===== src/rtl/vbfs_scatter_ctrl_if.sv =====
// vbfs_scatter_ctrl_if
//   Bundles the three channels of the scatter sequencer:
//     update_* : incoming vertex update (valid/ready handshake)
//     mem_*    : neighbor memory read port (data returns 1 cycle after strobe)
//     msg_*    : outgoing neighbor/barrier message (valid/ack handshake)
//   Modports:
//     slave  : view taken by the sequencer itself
//     master : view taken by the surrounding environment (producer, memory, consumer)
interface vbfs_scatter_ctrl_if #(
    parameter int ADDR_WIDTH = 16
);
    logic                  update_valid;
    logic                  update_ready;
    logic [31:0]           update_sender;
    logic [31:0]           update_num_neighbors;
    logic [ADDR_WIDTH-1:0] update_base;
    logic [1:0]            update_round;
    logic                  update_barrier;

    logic                  mem_rd_en;
    logic [ADDR_WIDTH-1:0] mem_addr;
    logic [31:0]           mem_data;

    logic                  msg_valid;
    logic                  msg_ack;
    logic [31:0]           msg_neighbor;
    logic [31:0]           msg_sender;
    logic [1:0]            msg_round;
    logic                  msg_barrier;

    modport slave (
        input  update_valid, update_sender, update_num_neighbors,
               update_base, update_round, update_barrier,
        output update_ready,
        output mem_rd_en, mem_addr,
        input  mem_data,
        output msg_valid, msg_neighbor, msg_sender, msg_round, msg_barrier,
        input  msg_ack
    );

    modport master (
        output update_valid, update_sender, update_num_neighbors,
               update_base, update_round, update_barrier,
        input  update_ready,
        input  mem_rd_en, mem_addr,
        output mem_data,
        input  msg_valid, msg_neighbor, msg_sender, msg_round, msg_barrier,
        output msg_ack
    );
endinterface


===== src/rtl/vbfs_scatter_ctrl.sv =====
// vbfs_scatter_ctrl
//   Accepts one update per vertex, walks its adjacency list in neighbor
//   memory and emits one message per neighbor, in order. Barrier tokens
//   travel the same ordered output path behind all earlier messages.
//   Ports:
//     sys_clk   : rising-edge clock
//     sys_rst_n : asynchronous active-low reset
//     bus       : update / neighbor-memory / message channels (slave view)
//
//   state   | meaning
//   --------+-----------------------------------------------------------
//   IDLE    | update_ready high, waiting for an update
//   FETCH   | issuing adjacency reads while output credit allows
//   BARRIER | waiting for reads to land, then queuing a barrier entry
module vbfs_scatter_ctrl #(
    parameter int ADDR_WIDTH = 16
) (
    input logic               sys_clk,
    input logic               sys_rst_n,
    vbfs_scatter_ctrl_if.slave bus
);

    typedef enum logic [1:0] {S_IDLE, S_FETCH, S_BARRIER} state_t;

    typedef struct packed {
        logic [31:0] neighbor;
        logic [31:0] sender;
        logic [1:0]  round;
        logic        barrier;
    } entry_t;

    state_t                state, state_n;
    logic [ADDR_WIDTH-1:0] addr_q;
    logic [31:0]           remaining_q;
    logic [31:0]           sender_q;
    logic [1:0]            round_q;
    logic                  ready_q;

    logic                  rd_pend_q;
    logic [31:0]           pend_sender_q;
    logic [1:0]            pend_round_q;

    entry_t                out_q, skid_q, push_e;
    logic                  out_v_q, skid_v_q;

    logic                  accept, pop, credit_ok, issue, push_barrier, push;
    logic [1:0]            occupancy;

    assign accept    = bus.update_valid && ready_q;
    assign pop       = out_v_q && bus.msg_ack;
    // Entries that will still hold a slot after this edge; the pop term lets
    // a consumed entry's slot be reused in the same cycle.
    assign occupancy = 2'(out_v_q) + 2'(skid_v_q) + 2'(rd_pend_q) - 2'(pop);
    assign credit_ok = occupancy < 2'd2;
    assign push      = rd_pend_q || push_barrier;

    always_ff @(posedge sys_clk or negedge sys_rst_n) begin
        if (!sys_rst_n) state <= S_IDLE;
        else            state <= state_n;
    end

    always_comb begin
        state_n      = state;
        issue        = 1'b0;
        push_barrier = 1'b0;
        case (state)
            S_IDLE: begin
                if (accept) begin
                    if (bus.update_barrier)                  state_n = S_BARRIER;
                    else if (bus.update_num_neighbors != '0) state_n = S_FETCH;
                end
            end
            S_FETCH: begin
                if (credit_ok) begin
                    issue = 1'b1;
                    if (remaining_q == 32'd1) state_n = S_IDLE;
                end
            end
            S_BARRIER: begin
                if (!rd_pend_q && credit_ok) begin
                    push_barrier = 1'b1;
                    state_n      = S_IDLE;
                end
            end
            default: state_n = S_IDLE;
        endcase
    end

    // Read data can never coincide with a barrier push: the barrier waits for
    // the read pipe to be empty.
    always_comb begin
        push_e = '0;
        if (rd_pend_q) begin
            push_e.neighbor = bus.mem_data;
            push_e.sender   = pend_sender_q;
            push_e.round    = pend_round_q;
        end else begin
            push_e.sender   = sender_q;
            push_e.round    = round_q;
            push_e.barrier  = 1'b1;
        end
    end

    always_ff @(posedge sys_clk or negedge sys_rst_n) begin
        if (!sys_rst_n) begin
            ready_q       <= 1'b0;
            addr_q        <= '0;
            remaining_q   <= '0;
            sender_q      <= '0;
            round_q       <= '0;
            rd_pend_q     <= 1'b0;
            pend_sender_q <= '0;
            pend_round_q  <= '0;
        end else begin
            ready_q   <= (state_n == S_IDLE);
            rd_pend_q <= issue;
            if (accept) begin
                sender_q    <= bus.update_sender;
                round_q     <= bus.update_round;
                addr_q      <= bus.update_base;
                remaining_q <= bus.update_num_neighbors;
            end else if (issue) begin
                addr_q      <= addr_q + ADDR_WIDTH'(1);
                remaining_q <= remaining_q - 32'd1;
            end
            if (issue) begin
                pend_sender_q <= sender_q;
                pend_round_q  <= round_q;
            end
        end
    end

    // Output register backed by a one-entry skid; the skid always drains
    // into the output register before any newer entry.
    always_ff @(posedge sys_clk or negedge sys_rst_n) begin
        if (!sys_rst_n) begin
            out_q    <= '0;
            out_v_q  <= 1'b0;
            skid_q   <= '0;
            skid_v_q <= 1'b0;
        end else if (!out_v_q || pop) begin
            if (skid_v_q) begin
                out_q   <= skid_q;
                out_v_q <= 1'b1;
                if (push) skid_q <= push_e;
                else      skid_v_q <= 1'b0;
            end else if (push) begin
                out_q   <= push_e;
                out_v_q <= 1'b1;
            end else begin
                out_v_q <= 1'b0;
            end
        end else if (push) begin
            skid_q   <= push_e;
            skid_v_q <= 1'b1;
        end
    end

    assign bus.update_ready = ready_q;
    assign bus.mem_rd_en    = issue;
    assign bus.mem_addr     = addr_q;
    assign bus.msg_valid    = out_v_q;
    assign bus.msg_neighbor = out_q.neighbor;
    assign bus.msg_sender   = out_q.sender;
    assign bus.msg_round    = out_q.round;
    assign bus.msg_barrier  = out_q.barrier;

endmodule

===== src/flat_wrapper.sv =====
// flat-port wrapper written by rule: the top's interface ports become plain ports
module vbfs_scatter_ctrl_flat 
#(
    parameter int ADDR_WIDTH = 16
)
  (sys_clk, sys_rst_n, bus_update_valid, bus_update_sender, bus_update_num_neighbors, bus_update_base, bus_update_round, bus_update_barrier, bus_update_ready, bus_mem_rd_en, bus_mem_addr, bus_mem_data, bus_msg_valid, bus_msg_neighbor, bus_msg_sender, bus_msg_round, bus_msg_barrier, bus_msg_ack);
  vbfs_scatter_ctrl_if #(.ADDR_WIDTH(ADDR_WIDTH)) bus_i ();
  input logic sys_clk;
  input logic sys_rst_n;
  input wire logic [$bits(bus_i.update_valid)-1:0] bus_update_valid;
  input wire logic [$bits(bus_i.update_sender)-1:0] bus_update_sender;
  input wire logic [$bits(bus_i.update_num_neighbors)-1:0] bus_update_num_neighbors;
  input wire logic [$bits(bus_i.update_base)-1:0] bus_update_base;
  input wire logic [$bits(bus_i.update_round)-1:0] bus_update_round;
  input wire logic [$bits(bus_i.update_barrier)-1:0] bus_update_barrier;
  output wire logic [$bits(bus_i.update_ready)-1:0] bus_update_ready;
  output wire logic [$bits(bus_i.mem_rd_en)-1:0] bus_mem_rd_en;
  output wire logic [$bits(bus_i.mem_addr)-1:0] bus_mem_addr;
  input wire logic [$bits(bus_i.mem_data)-1:0] bus_mem_data;
  output wire logic [$bits(bus_i.msg_valid)-1:0] bus_msg_valid;
  output wire logic [$bits(bus_i.msg_neighbor)-1:0] bus_msg_neighbor;
  output wire logic [$bits(bus_i.msg_sender)-1:0] bus_msg_sender;
  output wire logic [$bits(bus_i.msg_round)-1:0] bus_msg_round;
  output wire logic [$bits(bus_i.msg_barrier)-1:0] bus_msg_barrier;
  input wire logic [$bits(bus_i.msg_ack)-1:0] bus_msg_ack;
  assign bus_i.update_valid = bus_update_valid;
  assign bus_i.update_sender = bus_update_sender;
  assign bus_i.update_num_neighbors = bus_update_num_neighbors;
  assign bus_i.update_base = bus_update_base;
  assign bus_i.update_round = bus_update_round;
  assign bus_i.update_barrier = bus_update_barrier;
  assign bus_update_ready = bus_i.update_ready;
  assign bus_mem_rd_en = bus_i.mem_rd_en;
  assign bus_mem_addr = bus_i.mem_addr;
  assign bus_i.mem_data = bus_mem_data;
  assign bus_msg_valid = bus_i.msg_valid;
  assign bus_msg_neighbor = bus_i.msg_neighbor;
  assign bus_msg_sender = bus_i.msg_sender;
  assign bus_msg_round = bus_i.msg_round;
  assign bus_msg_barrier = bus_i.msg_barrier;
  assign bus_i.msg_ack = bus_msg_ack;
  vbfs_scatter_ctrl #(.ADDR_WIDTH(ADDR_WIDTH)) u_core (.sys_clk(sys_clk), .sys_rst_n(sys_rst_n), .bus(bus_i));
endmodule

===== config.mk =====
export PLATFORM = sky130hd
export DESIGN_NAME = vbfs_scatter_ctrl_flat
export DESIGN_NICKNAME = d
export VERILOG_FILES = /design/src/rtl/vbfs_scatter_ctrl_if.sv /design/src/rtl/vbfs_scatter_ctrl.sv /design/src/flat_wrapper.sv
export SDC_FILE = /design/constraint.sdc
export NUM_CORES = 1
export LEC_CHECK = 0
export BUFFER_PORTS_ARGS = -buffer_cell sky130_fd_sc_hd__clkbuf_2
export CAP_MARGIN = 20
export CORE_MARGIN = 3
export CORE_UTILIZATION = 56
export DETAILED_ROUTE_END_ITERATION = 7
export GPL_TIMING_DRIVEN = 0
export PLACE_DENSITY_LB_ADDON = 0.15
export SYNTH_ARGS = -nofsm -noshare
export SYNTH_HDL_FRONTEND = slang
export SYNTH_SLANG_ARGS = --single-unit

===== constraint.sdc =====
create_clock -name sys_clk -period 4.05 [get_ports sys_clk]
set_clock_uncertainty 0.15 [all_clocks]
set_input_delay 0.81 -clock sys_clk [delete_from_list [all_inputs] [get_ports sys_clk]]
set_output_delay 0.81 -clock sys_clk [all_outputs]
set_load 0.02 [all_outputs]

* Yosys cells after proc, flatten, opt, wreduce, memory -nomap -nowiden
Cells that the tools add are included.
** Operators by class
- Equality and inequality tests :: 4
- Add/sub/neg operators :: 5
- Div/mod/pow operators :: 0
- Bitwise logic cells :: 0
- Multiply operators :: 0
- $lt $le $gt $ge :: 1
- Mux-type cells :: 28
- Shifts and indexed selects :: 0
- Reduce and logical (&&, ||, !) cells :: 14
** Operators by type and width (number)
- 2-to-1 mux 67 bit :: 5
- 2-to-1 mux 32 bit :: 3
- 2-to-1 mux 34 bit :: 1
- equality test 32 x 1 -> 1 bit (second input constant) :: 1
- 2-to-1 mux 16 bit :: 2
- nonzero test 32 bit :: 1
- subtractor 32 x 1 -> 32 bit (second input constant) :: 1
- adder 16 x 1 -> 16 bit (second input constant) :: 1
- 2-to-1 mux 2 bit :: 6
- 2-to-1 mux 1 bit :: 10
- case mux 2 bit (3 select lines) :: 1
- nonzero test 2 bit :: 3
- logical NOT 2 bit :: 2
- logical AND 1 bit :: 3
- adder 1 x 1 -> 2 bit :: 1
- adder 2 x 1 -> 2 bit :: 1
- equality test 2 x 1 -> 1 bit (second input constant) :: 1
- equality test 2 bit (second input constant) :: 1
- logical NOT 1 bit :: 2
- logical OR 1 bit :: 2
- < comparator 2 bit (second input constant) :: 1
- inequality test 2 x 1 -> 1 bit (second input constant) :: 1
- AND reduction 2 bit :: 1
- subtractor 2 x 1 -> 2 bit :: 1
** Word-level totals
- Output and inout port bits :: 86
- ROM bits :: 0
- Memories kept :: 0
- Input port bits :: 119
- Bits in latches :: 0
- Register bits after elaboration :: 256
- Logic and storage cells :: 71
- Memory bits (writable) :: 0

* Logic depth before layout (Yosys ltp)
Gate-level depths: netlist (run 1).
- Depth in word-level cells :: 11
- Gate-level depth with buffers :: 11
- Gate-level depth less buffers :: 10

* Least setup slack after synthesis (run 1)
No wires, ideal clock.
- Path type :: input to output
- Start :: in bus_msg_ack
- End :: out bus_mem_rd_en
- Setup slack :: 0.260 ns
- Path buffers :: 2
- Arrival time :: 2.830 ns
- Data required time :: 3.090 ns
- Stages on the path :: 9
- Cells stage by stage :: and2_1 > ha_1 > inv_1 > ha_1 > a21oi_2 > mux2i_1 > clkinv_1 > clkbuf_1 > buf_1
** On the way
- Longest elaborated chain between the ends :: 5
** RTL lines
- from (decl) :: line flat_wrapper.sv:25 : input wire logic [$bits(bus_i.msg_ack)-1:0] bus_msg_ack;
- logical AND 1 bit :: line vbfs_scatter_ctrl.sv:50 : assign pop = out_v_q && bus.msg_ack;
- subtractor 2 x 1 -> 2 bit :: line vbfs_scatter_ctrl.sv:53 : assign occupancy = 2'(out_v_q) + 2'(skid_v_q) + 2'(rd_pend_q) - 2'(pop);
- < comparator 2 bit :: line vbfs_scatter_ctrl.sv:54 : assign credit_ok = occupancy < 2'd2;
- 2-to-1 mux 1 bit :: line vbfs_scatter_ctrl.sv:74 : if (credit_ok) begin
- 2-to-1 mux 1 bit :: line vbfs_scatter_ctrl.sv:66 : case (state)
- to (decl) :: line flat_wrapper.sv:17 : output wire logic [$bits(bus_i.mem_rd_en)-1:0] bus_mem_rd_en;
Every way passes these cells.

* Worst setup path after layout (run 1)
- Start :: reg u_core.out_v_q (netlist: u_core.bus.msg_valid)
- End :: out bus_mem_rd_en
** On the way
- Longest elaborated chain between the ends :: 6
- Elaborated cells between the ends (all ways) :: 7
- Classes of those cells :: 3 x add/sub; 1 x order compare; 2 x mux; 1 x reduce/logical
** RTL lines
- from (decl) :: line vbfs_scatter_ctrl.sv:44 : logic out_v_q, skid_v_q;
- from (signal assigned) :: line vbfs_scatter_ctrl.sv:138 : out_v_q <= 1'b0;
- from (signal assigned) :: line vbfs_scatter_ctrl.sv:144 : out_v_q <= 1'b1;
- from (signal assigned) :: line vbfs_scatter_ctrl.sv:149 : out_v_q <= 1'b1;
- adder 1 x 1 -> 2 bit :: line vbfs_scatter_ctrl.sv:53
- adder 2 x 1 -> 2 bit :: line vbfs_scatter_ctrl.sv:53
- subtractor 2 x 1 -> 2 bit * :: line vbfs_scatter_ctrl.sv:53
- < comparator 2 bit * :: line vbfs_scatter_ctrl.sv:54
- 2-to-1 mux 1 bit * :: line vbfs_scatter_ctrl.sv:74
- 2-to-1 mux 1 bit * :: line vbfs_scatter_ctrl.sv:66
Mark *: on every way between the ends. The rest lies on a longest branch, timed or not.

==> results.cfg, run 1 <==
[power_and_ir_drop]
peakVddDrop_v = 0.000525
leakagePower_nw = 6.92
p_sw_w = 0.00454
finalPower_w = 0.0117
pwr-share-comb_pct = 39.2
clkPwrFrac_pct = 21.8
intPower_w = 0.00711
power.density_nw_per_um2 = 831
seqPwrFrac_pct = 39.0
netSwitchingFraction_pct = 39.0

[timing]
tns_ns = 0
slew_viol_final = 0
hold_viol = 0
fmax_ghz = 0.261
setup_ws_ns = 0.221
worst_pin_slew_ns = 0.831
min_period_ns = 3.83
min_period_over_period_pct = 94.5
holdWs_ns = 0.154
finalSetupViolations = 0
grt_setup_unrepaired = no
slew_headroom_pct = 44.6

[clock_network]
cts_made_buffers = 27
hold_buffers = 0
h-tree-depth = 1
clockBufferDepth = 3
worstSkewPairLatency_ns = 0.53
clockRootBuffer = clkbuf_16
clkSinkCount = 256
path_clk_slew_ns = 0.06
cts_tree = done

[grt]
grt_pass1_wl_mm = 45.8
grt_remaining_overflow = 0
grt_pass1_vias = 8958
grt_max_degree = 110
antenna_found_initial = 1
track_usage_pct = 25.0

[die]
rows = 52
initial_core_util_pct = 57.2
die_x_um = 150
coreArea_um2 = 20400
die_h_um = 150
dieArea_um2 = 22600
io_pins = 205

[detailed_routing]
first_pass_iters = 4
routedWlPerCell_um = 17.0
vias = 9073
ant_nets = 0
drc = 0
wl_mm = 28.1
drt_iter0_drc = 552
drt-vias-per-instance = 5.49

[synth]
synth_top_family_by_area = simple AND/OR/NAND/NOR gates
yosysWarnings = 0
synthArstFlopShare_pct = 100
netlist_instances = 1127
synth_compound_area_share_pct = 9.66
synth_top_cell_area_share_pct = 55.0
ys_types = 44
yosys_register_bits = 256
ys_seq_area_share_pct = 55.0
synthSimpleGateAreaFrac_pct = 16.0
ys.flop_type = dfrtp_1
syn_nets = 1251
synth_most_common_cell = nand2_1
synthMuxAreaShare_pct = 12.4
synthXorXnorAreaFrac_pct = 2.86
synth_top_cell_by_area = dfrtp_1
synthTopCellsByArea = dfrtp_1, nand2_1, mux2_2
yosys-top-cells-count = nand2_1, dfrtp_1, o21ai_0
synthAdderAreaFrac_pct = 0.537
synth_area_per_cell_um2 = 10.3
synth_edf_count = 0
synth_area_um2 = 11700

[run_status]
status = finished, final reports clean

[finish]
final_layout_size_suffix_gt1_share_pct = 25.1
area_delta_synth_final_pct = 20.4
nFillCells = 1570
register_area_um2 = 6410
final_core_util_pct = 68.9
diodes = 0
multiInputGateArea_um2 = 4840
nNetsFinal = 1486

[worst_setup_path]
setup.worst_path.end_class = primary output
worstSetupPathType = reg2out
max_stage_delay_ns = 0.41
cp.depth = 9
worstPathRequired_ns = 3.09
cp_slowest_cell = dfrtp_1
worst_path_most_repeated_cell = ha_1
crit_chain = and2_1, ha_1, inv_1, ha_1, a21oi_2, mux2i_4, inv_4, buf_2, clkbuf_2
crit_family = buffers and inverters
path_max_fanout = 17
cp-start-kind = register
worst_ep_arrival_time_ns = 2.87
reg2regPathDepth = 11
cp_num_buf_inv = 4

[place]
place.gp.congestion = 0.893
hpwl_mm = 20.0
dp_slack_ns = -0.832
portBuffers = 204

[min_path]
hp-class = in2async

[flow_run]
max_cap_violations = 0
[cells in the final DEF, fill, tap and decap left out, drive strengths merged, types with 3 or more instances in the layout]
master  Yosys  layout
dfrtp     256     256
nand3       7       7
nor2       26      26
nor4       21      21
a21oi       8       8
ha          5       5
buf        18      21
nand4b      3       3
or3         8       8
and2        3       3
nand2     295     295
inv        42      44
nand4      17      17
mux2i      69      69
bufinv      0       3
xor2       16      16
mux2       67      67
a31oi       9       9
nor3       19      19
clkbuf     48     288
o21ai      76      76
o31ai       4       4
a22o       64      64
xnor2      22      22
or4         8       8
and4        3       3
clkinv      1       9
[layer usage]
layer	vias up	part of all wire, %	global-route usage [%]
li1	4346	-	-
met1	4415	44	34.6
met2	270	48	41.8
met3	40	6.8	4.91
met4	2	1.7	4.94
met5	-	0.043	0
[power by group through the flow]
stage | clock [W] | combinational, W | sequential (W)
after CTS | 0.00260 | 0.00463 | 0.00453
final | 0.00255 | 0.00457 | 0.00454
after global routing | 0.00270 | 0.00507 | 0.00469
after global placement | 0 | 0.00446 | 0.00450
after floorplan | 0 | 0.00288 | 0.00477
after detailed placement | 0 | 0.00456 | 0.00456
[area by class of cell]
class / instances / share of cell area (%)
plain buffers: 65 / 1.83
clock buffers: 37 / 5.59
clock inverters: 13 / 1.03
inverters: 43 / 1.17
multi-input cells: 762 / 34.5
flip-flops and latches: 256 / 45.7
well taps: 270 / 2.41
repair buffers: 207 / 7.79
[cells by family after synthesis]
| logic type | after synthesis |
|---|---|
| simple gates | 415 |
| buf+inv | 109 |
| fa+ha+maj | 5 |
| xor+xnor | 38 |
| compound gates | 168 |
| mux | 136 |
| flops | 256 |
[worst paths after layout]
path                                                            from  slack [ns]                                 endpoint
max in group asynchronous                                  sys_rst_n        2.28     u_core.pend_sender_q[14]$_DFFE_PN0P_
min in group sys_clk            u_core.pend_sender_q[18]$_DFFE_PN0P_        0.32     u_core.pend_sender_q[18]$_DFFE_PN0P_
worst max-delay path                u_core.bus.msg_valid$_DFFE_PN0N_        0.22                            bus_mem_rd_en
worst min-delay path                                       sys_rst_n        0.15  u_core.bus.msg_neighbor[28]$_DFFE_PN0P_
worst max register to register      u_core.bus.msg_valid$_DFFE_PN0N_        0.26    u_core.bus.msg_sender[27]$_DFFE_PN0P_
worst min register to register  u_core.pend_sender_q[18]$_DFFE_PN0P_        0.32     u_core.pend_sender_q[18]$_DFFE_PN0P_
[flip-flops by register name (all words and copies together) (netlist names)]
name	flops
u_core.bus.msg_neighbor	32
u_core.state	2
u_core.pend_sender_q	32
u_core.skid_v_q	1
u_core.pend_round_q	2
u_core.bus.msg_round	2
u_core.bus.mem_addr	16
u_core.sender_q	32
u_core.bus.update_ready	1
u_core.rd_pend_q	1
u_core.skid_q	67
u_core.bus.msg_sender	32
u_core.round_q	2
u_core.remaining_q	32
u_core.bus.msg_valid	1
u_core.bus.msg_barrier	1
[through the flow]
stage          cell area, um2  std cells
2_1_floorplan           11700       1127
3_3_place_gp            13000       1601
4_1_cts                 14000       1653
6_report                14000       1653
5_1_grt                 14000       1653
3_5_place_dp            13100       1603
[what timing repair did]
item	in CTS	in global routing
endpoints found under the hold margin	0	0
resized for setup	4	3
endpoints found under the setup margin	1	31
buffers inserted	1	0
No activity file was read; power rests on OpenSTA's default activity.
==> inputs of run 2 (changes only) <==
--- a/config.mk
+++ b/config.mk
@@ -8,10 +8,11 @@
 export BUFFER_PORTS_ARGS = -buffer_cell sky130_fd_sc_hd__clkbuf_2
 export CAP_MARGIN = 20
 export CORE_MARGIN = 3
-export CORE_UTILIZATION = 56
+export CORE_UTILIZATION = 35
 export DETAILED_ROUTE_END_ITERATION = 7
 export GPL_TIMING_DRIVEN = 0
 export PLACE_DENSITY_LB_ADDON = 0.15
+export SLEW_MARGIN = 20
 export SYNTH_ARGS = -nofsm -noshare
 export SYNTH_HDL_FRONTEND = slang
 export SYNTH_SLANG_ARGS = --single-unit
==> constraint.sdc (replaced) <==
create_clock -name sys_clk -period 4.05 [get_ports sys_clk]
set_clock_uncertainty 0.15 [all_clocks]
set_input_delay 0.81 -clock sys_clk [delete_from_list [all_inputs] [get_ports sys_clk]]
set_output_delay 0.81 -clock sys_clk [all_outputs]
set_load 0.1 [all_outputs]
==> run 2 against run 1 <==
  * Sequential share of layout area shrank 1.1 points
  * Power grew 19%
  * Wire length grew 11%
  * Non-clock buffer count grew 3
  * Combinational power grew 45%
  * Hold slack lost 0.13 ns
==> results.cfg, run 2 (synthesized netlist as in run 1, its figures left out) <==
[run_status]
status = finished, final reports clean

[min_path]
hp-class = in2async

[clock_network]
clkSinkCount = 256
clockBufferDepth = 3
clockRootBuffer = clkbuf_16
h-tree-depth = 1
path_clk_slew_ns = 0.06
worstSkewPairLatency_ns = 0.55
cts_tree = done
cts_made_buffers = 30

[finish]
multiInputGateArea_um2 = 4850
largest_reg_flops = 67
area_delta_synth_final_pct = 23.4
regMostFlops = u_core.skid_q
fin_cells = 1831
mostFrequentLayoutCell = nand2_1
layout_common_cells = nand2_1, dfrtp_1, clkbuf_2
register_area_um2 = 6410
nNetsFinal = 1492
nFillCells = 3285
final_layout_size_suffix_gt1_share_pct = 25.1

[timing]
min_period_ns = 3.78
slew_viol_final = 0
slew_headroom_pct = 43.2
holdWs_ns = 0.0267
fmax_ghz = 0.264
grt_setup_unrepaired = no
hold_viol = 0
tns_ns = 0
finalSetupViolations = 0
setup_ws_ns = 0.265
min_period_over_period_pct = 93.5
worst_pin_slew_ns = 0.852

[die]
dieArea_um2 = 35500
die_x_um = 188
initial_core_util_pct = 35.6
rows = 66
io_pins = 205
die_h_um = 188
coreArea_um2 = 32700

[grt]
grt_pass1_vias = 9326
grt_pass1_wl_mm = 50.7
track_usage_pct = 17.5
antenna_found_initial = 1
grt_remaining_overflow = 0
grt_max_degree = 85

[detailed_routing]
ant_nets = 0
first_pass_iters = 8
drt-vias-per-instance = 4.91
drc = 0
wl_mm = 31.2
routedWlPerCell_um = 17.0
drt_iter0_drc = 435
vias = 8990

[worst_setup_path]
cp_slowest_cell = dfrtp_2
cp-startpoint = u_core.bus.msg_valid$_DFFE_PN0N_
reg2regPathDepth = 11
reg2reg_slack_ns = 0.31
rr_endpoint = u_core.bus.msg_sender[16]$_DFFE_PN0P_
worstSetupPathType = reg2out
max_stage_delay_ns = 0.43
worst_path_most_repeated_cell = ha_1
crit_chain = and2_1, ha_1, inv_1, ha_1, a21oi_4, mux2i_4, clkinv_4, clkbuf_8
worst_ep_arrival_time_ns = 2.82
setup.worst_path.end_class = primary output
cp-endpoint = bus_mem_rd_en
reg2reg_from = u_core.bus.msg_valid$_DFFE_PN0N_
cp-start-kind = register
worstPathRequired_ns = 3.09
path_max_fanout = 18

[place]
place.gp.congestion = 0.800
portBuffers = 204
dp_cells = 1776
dp_slack_ns = -1.19
hpwl_mm = 22.2

[power_and_ir_drop]
finalPower_w = 0.0139
peakVddDrop_v = 0.000582
leakagePower_nw = 6.97
power.density_nw_per_um2 = 965

[flow_run]
max_cap_violations = 0
## run 2: cell types whose count changed in the layout (fill, tap and decap cells not counted), moves of 3 or more
cell       previous run  this run
buf_4                 1         4
clkbuf_1             49        55
clkbuf_16            27        30
clkinv_2              9         2
## run 2: layout make-up
| type | count | area share, % |
|---|---|---|
| sequential | 256 | 44.6 |
| multi-input combinational | 762 | 33.7 |
| timing repair buffer | 211 | 8.01 |
| clock buffer | 46 | 6.13 |
| tap | 442 | 3.85 |
| buffer | 64 | 1.76 |
| inverter | 43 | 1.16 |
| clock inverter | 6 | 0.809 |
| antenna | 1 | 0.0174 |
## run 2: routing by layer
| metal | global-route usage (%) | routed length (um) | vias up |
|---|---|---|---|
| met2 | 28.2 | 13900 | 235 |
| met1 | 24.7 | 14800 | 4347 |
| met5 | 0 | 13 | - |
| met4 | 3.87 | 683 | 2 |
| met3 | 3.50 | 1790 | 42 |
| li1 | - | - | 4364 |
## run 2: critical path: cells and delay by family (launching register included)
kind	cells	cell delay [ns]
adder cells (fa/ha/maj)	2	0.56
flip-flops	1	0.43
multiplexers	1	0.36
buffers and inverters	3	0.55
AND/OR/NAND/NOR	1	0.17
AO/OA/AOI/OAI	1	0.21
## run 2: power by group
| group | internal [W] | switching (W) | total [W] |
|---|---|---|---|
| sequential | 0.00370 | 0.000824 | 0.00453 |
| combinational | 0.00190 | 0.00473 | 0.00663 |
| clock | 0.00167 | 0.00104 | 0.00272 |
| total | 0.00727 | 0.00660 | 0.0139 |
## run 2: how the worst min path moves through the flow
stage	from	end	slack (ns)	cells after the start
after floorplan	u_core.pend_round_q[0]$_DFFE_PN0P_	u_core.pend_round_q[0]$_DFFE_PN0P_	0.30	2
after global placement	u_core.pend_sender_q[15]$_DFFE_PN0P_	u_core.pend_sender_q[15]$_DFFE_PN0P_	0.31	2
after detailed placement	u_core.pend_sender_q[4]$_DFFE_PN0P_	u_core.pend_sender_q[4]$_DFFE_PN0P_	0.31	2
after CTS	sys_rst_n	u_core.bus.msg_neighbor[20]$_DFFE_PN0P_	0.01	1
after global routing	sys_rst_n	u_core.bus.msg_neighbor[20]$_DFFE_PN0P_	0.03	1
final	sys_rst_n	u_core.bus.msg_neighbor[20]$_DFFE_PN0P_	0.03	1
## run 2: per-stage QoR
| stage | instance area [um2] | utilization [%] |
|---|---|---|
| final | 14400 | 44.0 |
| after global routing | 14400 | 44.0 |
| after CTS | 14400 | 43.9 |
| after detailed placement | 13300 | 40.7 |
| after global placement | 13200 | 40.5 |
| after floorplan | 11700 | - |
## run 2: what timing repair did
action | in CTS | in global routing
buffers inserted | 2 | 2
setup endpoints to repair | 1 | 32
resized for setup | 7 | 3
hold buffers | 0 | 0
